==> src/rtl/latency_result_arbiter.sv <==
// latency_result_arbiter
// Round-robin arbiter that lets NCH latency-measurement channels share one
// SPI slave. A granted channel's 32-bit result is captured into a shadow
// register and streamed as a header byte followed by four data bytes,
// least significant byte first. Whenever no frame is loaded, IDLE_BYTE is
// presented to the slave.
//
// Optional feature: define LAT_CRC_EN to append a sixth byte. That byte is
// the XOR of the header and the four data bytes.
module latency_result_arbiter #(
  parameter int         NCH       = 4,
  parameter logic [7:0] IDLE_BYTE = 8'h00
) (
  input  logic              clk,
  input  logic              rst,
  input  logic [NCH-1:0]    req_valid,
  input  logic [32*NCH-1:0] req_data,
  output logic [NCH-1:0]    req_ack,
  input  logic              byte_done,
  input  logic              ssel,
  output logic [7:0]        byte_data_send,
  output logic              busy,
  output logic [1:0]        last_grant
);

`ifdef LAT_CRC_EN
  localparam logic [2:0] LAST_IDX = 3'd5;
`else
  localparam logic [2:0] LAST_IDX = 3'd4;
`endif

  typedef enum logic {IDLE, SEND} state_t;

  state_t         state;
  logic [2:0]     idx;
  logic [31:0]    shadow;
  logic           ssel_q;
  logic           ssel_rise;
  logic [2:0]     next_idx;

  logic [3:0]     valid4;
  logic [1:0]     cand;
  logic [1:0]     win;
  logic           found;
  logic [NCH-1:0] grant_vec;
  logic [31:0]    win_data;

  assign ssel_rise = ssel & ~ssel_q;
  assign next_idx  = idx + 3'd1;
  assign valid4    = 4'(req_valid);

  function automatic logic [7:0] header_byte(input logic [1:0] ch);
    return {6'b101000, ch};
  endfunction

`ifdef LAT_CRC_EN
  function automatic logic [7:0] crc_byte(input logic [1:0] ch, input logic [31:0] d);
    return header_byte(ch) ^ d[7:0] ^ d[15:8] ^ d[23:16] ^ d[31:24];
  endfunction
`endif

  // Byte to present at frame position i. Position 0 is the header.
  function automatic logic [7:0] frame_byte(input logic [2:0] i, input logic [1:0] ch,
                                            input logic [31:0] d);
    logic [7:0] b;
    case (i)
      3'd0:    b = header_byte(ch);
      3'd1:    b = d[7:0];
      3'd2:    b = d[15:8];
      3'd3:    b = d[23:16];
      3'd4:    b = d[31:24];
`ifdef LAT_CRC_EN
      3'd5:    b = crc_byte(ch, d);
`endif
      default: b = IDLE_BYTE;
    endcase
    return b;
  endfunction

  // Round-robin search: first requesting channel after last_grant, wrapping at NCH.
  always_comb begin
    cand  = 2'd0;
    win   = last_grant;
    found = 1'b0;
    for (int i = 1; i <= NCH; i++) begin
      cand = 2'((int'(last_grant) + i) % NCH);
      if (!found && valid4[cand]) begin
        win   = cand;
        found = 1'b1;
      end
    end
  end

  // Decode the winner into an ack vector and select its result word.
  always_comb begin
    grant_vec = '0;
    win_data  = 32'd0;
    for (int k = 0; k < NCH; k++) begin
      if (win == 2'(k)) begin
        grant_vec[k] = 1'b1;
        win_data     = req_data[32*k +: 32];
      end
    end
  end

  // Control FSM: arbitration in IDLE, byte sequencing and ssel-restart in SEND.
  always_ff @(posedge clk or posedge rst) begin
    if (rst) begin
      state          <= IDLE;
      idx            <= 3'd0;
      shadow         <= 32'd0;
      req_ack        <= '0;
      busy           <= 1'b0;
      byte_data_send <= IDLE_BYTE;
      last_grant     <= 2'(NCH - 1);
      ssel_q         <= 1'b1;
    end else begin
      ssel_q  <= ssel;
      req_ack <= '0;
      case (state)
        IDLE: begin
          // Only arbitrate between transfers so a frame never starts mid-transfer.
          if (ssel && found) begin
            shadow         <= win_data;
            req_ack        <= grant_vec;
            last_grant     <= win;
            byte_data_send <= header_byte(win);
            idx            <= 3'd0;
            busy           <= 1'b1;
            state          <= SEND;
          end
        end
        SEND: begin
          // A master deselect before the frame is finished means the frame
          // was cut short. Rewind so the whole frame goes out again. The
          // rewind takes priority over a coincident byte_done.
          if (ssel_rise) begin
            byte_data_send <= header_byte(last_grant);
            idx            <= 3'd0;
          end else if (byte_done) begin
            if (idx == LAST_IDX) begin
              byte_data_send <= IDLE_BYTE;
              idx            <= 3'd0;
              busy           <= 1'b0;
              state          <= IDLE;
            end else begin
              byte_data_send <= frame_byte(next_idx, last_grant, shadow);
              idx            <= next_idx;
            end
          end
        end
        default: state <= IDLE;
      endcase
    end
  end

endmodule
==> config.mk <==
export PLATFORM = sky130hd
export DESIGN_NAME = latency_result_arbiter
export DESIGN_NICKNAME = d
export VERILOG_FILES = /design/src/rtl/latency_result_arbiter.sv
export SDC_FILE = /design/constraint.sdc
export NUM_CORES = 1
export LEC_CHECK = 0
export ABC_AREA = 1
export CORE_MARGIN = 2
export CORE_UTILIZATION = 35
export CTS_CLUSTER_DIAMETER = 30
export DETAILED_ROUTE_END_ITERATION = 8
export GPL_TIMING_DRIVEN = 0
export PLACE_DENSITY = 0.78
export SLEW_MARGIN = 20
export SYNTH_ARGS = -nofsm -noshare
export SYNTH_HDL_FRONTEND = slang
export SYNTH_SLANG_ARGS = --single-unit
==> constraint.sdc <==
create_clock -name clk -period 2.9 [get_ports clk]
set_input_delay 0.87 -clock clk [delete_from_list [all_inputs] [get_ports clk]]
set_output_delay 0.87 -clock clk [all_outputs]
set_load 0.01 [all_outputs]
; ---- Word level (Yosys, flattened, before mapping)
; Cells that the tools add are included.
[word_totals]
wordCells = 92
register_bits = 52
input_bits = 136
output_inout_bits = 15
[op_classes]
bitwise = 3
reduce_logical = 12
n_addsub = 5
n_lt_le_gt_ge = 4
eq_ne = 13
muxes = 47
[ops]
columns = operator, count
row1 = $mux 32, 4
row2 = $pmux 8 s5, 1
row3 = $mux 8, 4
row4 = $mux 1, 20
row5 = $pmux 8 s2, 1
row6 = $lt 2x3->1 const B, 4
row7 = $mux 3, 4
row8 = $bmux 1 s2, 4
row9 = $mux 2, 4
row10 = $mux 4, 2
row11 = $eq 3x2->1 const B, 2
row12 = $eq 3x3->1 const B, 2
row13 = $ne 2x2->1 const B, 3
row14 = $pmux 3 s2, 1
row15 = $add 2x1->2 const B, 2
row16 = $add 2x2->2 const B, 2
row17 = $eq 2x2->1 const B, 2
row18 = $logic_and 1x1->1, 4
row19 = $pmux 1 s2, 2
row20 = $reduce_and 2->1, 2
row21 = $reduce_and 4->1, 1
row22 = $add 3x1->3 const B, 1
row23 = $eq 3x1->1 const B, 1
row24 = $logic_not 1->1, 3
row25 = other kinds (7), 8

; ---- Depth between registers and ports, before layout
[logic_depth]
depth_word = 18
depth_mapped = 16
depth_no_buf = 15

; ---- Worst setup path after synthesis
; No wires, ideal clock.
[synth_timing]
kind = input-to-reg
start = in req_valid[2]
end = reg shadow[10]
t_arrival_ps = 2159
slack_ps = 625
path_buffers = 2
required_ps = 2784
setup_time_ps = 116
cell_stages = 15
cell_sequence = nand2_1 nand2_1 nand2_2 nand2_4 inv_2 nand3_1 nand3_2 nand2_4 nand2_2 buf_6 buf_6 o21ai_1 inv_1 nand2_1 nand2_1
[synth_between]
elab_chain_len = 17
word_cells_on_any_way = 32
classes_between = 3 x eq/ne / 20 x mux / 9 x reduce/logical
[synth_rtl]
columns = element, line_no
row1 = from (decl), 16  ; input logic [NCH-1:0] req_valid,
row2 = $bmux 1 s2, 87  ; if (!found && valid4[cand]) begin
row3 = $mux 1 (implied by the code), 87
row4 = $mux 1, 87
row5 = $logic_not 1->1, 87
row6 = $logic_and 1x1->1, 87
row7 = $mux 1, 87
row8 = $logic_not 1->1, 87
row9 = $logic_and 1x1->1, 87
row10 = $mux 1, 87
row11 = $logic_not 1->1, 87
row12 = $logic_and 1x1->1, 87
row13 = $mux 2, 87
row14 = $logic_not 2->1, 99  ; if (win == 2'(k)) begin
row15 = $mux 32 (4 in a row), 99
row16 = to (signal assigned), 124  ; shadow <= win_data;
row17 = to (decl), 36  ; logic [31:0] shadow;
; Parallel ways exist; a longest one is shown, timed or not. The select of a mux whose other input is x is not followed.
; A chain may end at the register's enable or synchronous reset.

; ---- Worst setup path in the final report
[layout_timing]
start = in req_valid[3]
end = reg shadow[7]
; Same word-level chain as after synthesis.

==> results.yml <==
status:
  outcome: "finished clean"
sta:
  slew_headroom_pct: 65.8
  setup_viol: 0
  hold_viol_final: 0
  max_freq_ghz: 0.364
  period_share_pct: 94.8
  fin_skew_ns: 0.00872
  post-route-min-period_ns: 2.75
  maxSlewViolCount: 0
  tightest_slew_ns: 0.513
  finalWorstSetupSlack_ns: 0.151
global_route:
  antenna_found_initial: 0
  grt_pass1_wl_mm: 19.9
  track_usage_pct: 22.2
  grt_overflow: 0
  grt_pass1_vias: 4300
  grt_max_degree: 36
synth:
  synth-async-reset-ratio_pct: 100
  synthTopCellsByArea: "dfrtp_1 (34%), nand2_1 (23%), o21ai_0 (8.9%)"
  yosys_warnings: 0
  ys_ff_latch: 52
  syn_area_mm2: 0.00362
  yosys.cell_count.top_type: "nand2_1"
  netlist.area_leader.share_pct: 33.9
  synthTopCellsByCount: "nand2_1 (221), o21ai_0 (64), inv_1 (59), nand3_1 (53), dfrtp_1 (49)"
  synth_fp_nets: 706
  synth_cell_type_count: 26
  yosys.area.top_type: "dfrtp_1"
  synthCells: 565
  ys_seq_area_share_pct: 36.1
  syn_avg_cell_area_um2: 6.40
  synth_ff_type: "dfrtp_1"
  synth_edf_count: 0
finish:
  area_growth_pct: 50.4
  fin_util_pct: 53.4
  n_fill_cell: 994
  nNetsFinal: 864
  diodes: 0
  layout-drive-gt1-share_pct: 7.60
power_and_ir_drop:
  p_total_w: 0.00603
  p_leak_nw: 2.71
  ir_drop_mv: 0.633
  power.density_mw_per_mm2: 1110
clocking:
  postCtsHoldBufs: 0
  clk_pin_slew_ns: 0.10
  clock_latency_ns: 0.31
  cts-resized-gates: 0
  cts_buffer_depth: 2
  root_buffer: "clkbuf_8"
  cts_made_buffers: 5
  post_cts_buffers: 0
  htree_levels: 2
  cts_sinks: 52
  tritoncts: "done"
die:
  dieHeight_um: 106
  ios: 151
  rows: 37
  die_w_um: 106
  core_mm2: 0.0102
  start_util_pct: 35.5
  die-area_mm2: 0.0112
run:
  drv_cap: 0
placement:
  port_buffers: 150
  dp_hpwl_mm: 10.0
  post-place-ws_ns: -0.295
  place.gp.congestion: 0.901
critical_path:
  arrival_ns: 3.00
  cp.required_ns: 3.15
  r2r_start: "last_grant[0]"
  start_kind: "input pin"
  crit_fanout: 10
  r2r_slack_ns: 0.47
  timing.setup.critical_path_class: "input pin to flop"
  reg2reg_to: "shadow[7]"
  r2r_cells: 14
  end_kind: "flop"
route:
  routed_wl_mm: 12.5
  first_pass_iters: 5
  postRouteAntennaNets: 0
  drc: 0
  drt-vias-per-instance: 5.07
  vias: 4358
  wl_per_cell_um: 14.5
  drt_iter0_drc: 348
hold_path:
  holdPathEnd: "busy"
  hp-class: "flop to flop"
  min_from: "busy"
  min_path_cells: 2
## cell families (layout without fill, tap and decap cells)
logic type,after synthesis,in the layout,share of synthesized area (%)
DFF,52,52,36.1
and+or+nand+nor,323,323,38.4
AOI/OAI and AO/OA,94,94,13.4
adders and majority gates,5,5,1.73
buffers and inverters,91,250,10.4
## worst max-delay path, stage by stage
cell	delay [ns]
clkdlybuf4s50_1	0.48
nand2_1	0.06
nand2_1	0.17
nand2_2	0.10
nand2_4	0.11
inv_2	0.03
nand3_1	0.09
nand2_1	0.08
nand2_2	0.14
inv_2	0.09
nor2_4	0.20
clkbuf_4	0.26
nand2_1	0.07
nand3_1	0.13
nand2_1	0.07
nand2_1	0.07
## area by class of cell
cell class | instances | area (µm²) | share of cell area (%)
Multi-Input combinational cell | 422 | 1930 | 35.6
Timing Repair Buffer | 151 | 1520 | 28.0
Inverter | 64 | 240 | 4.42
Clock inverter | 3 | 47.5 | 0.874
Sequential cell | 52 | 1310 | 24.0
Clock buffer | 5 | 68.8 | 1.26
Tap cell | 136 | 170 | 3.13
Buffer | 27 | 153 | 2.81
## power breakdown
part           internal, W  total, W  switching (W)  leakage, nW
clock             0.000260  0.000514       0.000254       0.0583
combinational      0.00151   0.00426        0.00275         2.00
sequential         0.00104   0.00126       0.000212        0.649
## metrics by stage
step                setup TNS (ns)  cell area (µm²)  hold slack [ns]  instances
finish                           0             5440            0.493        860
global route              -0.00182             5440            0.517        860
CTS                              0             5420            0.495        860
detailed placement           -8.05             5310            0.468        852
global placement            -13.37             5290            0.463        851
floorplan                        0             3620            0.444        565
## placed cells by master, fill, tap and decap left out, types with 4 or more instances in the layout
cell type        count
a21oi_1             10
buf_2                7
buf_4                4
clkbuf_1             6
clkbuf_2             7
clkbuf_8             5
clkdlybuf4s50_1    150
dfrtp_1             49
ha_1                 5
inv_1               58
inv_2                6
nand2_1            221
nand2_2              8
nand3_1             53
nand4_1             12
nor2_1              16
nor3_1               4
o21ai_0             64
o21ai_1             14
## worst max-delay path by stage
stage                            start          to  slack [ns]  cells after the start
after floorplan           req_valid[2]  shadow[10]        0.62                     15
after global placement    req_valid[2]   shadow[7]       -0.24                     14
after detailed placement  req_valid[3]   shadow[7]       -0.29                     14
after CTS                 req_valid[3]   shadow[7]        0.03                     14
after global routing      req_valid[0]   shadow[5]      -0.002                     15
final                     req_valid[3]   shadow[7]        0.15                     16
## sequential cells by signal, indices dropped and copies added, names as in the netlist
| name | cells |
|---|---|
| ssel_q | 1 |
| req_ack | 4 |
| busy | 1 |
| state | 1 |
| last_grant | 2 |
| byte_data_send | 8 |
| shadow | 32 |
| idx | 3 |
## layer usage
metal  GRT usage [%]  wire, µm  vias up
met2            39.5      6280      205
met4            7.61       304        0
met5               0         0        -
met3            3.46       788       27
li1                -         -     2128
met1            27.2      5110     1998
No activity file was read; power rests on OpenSTA's default activity.
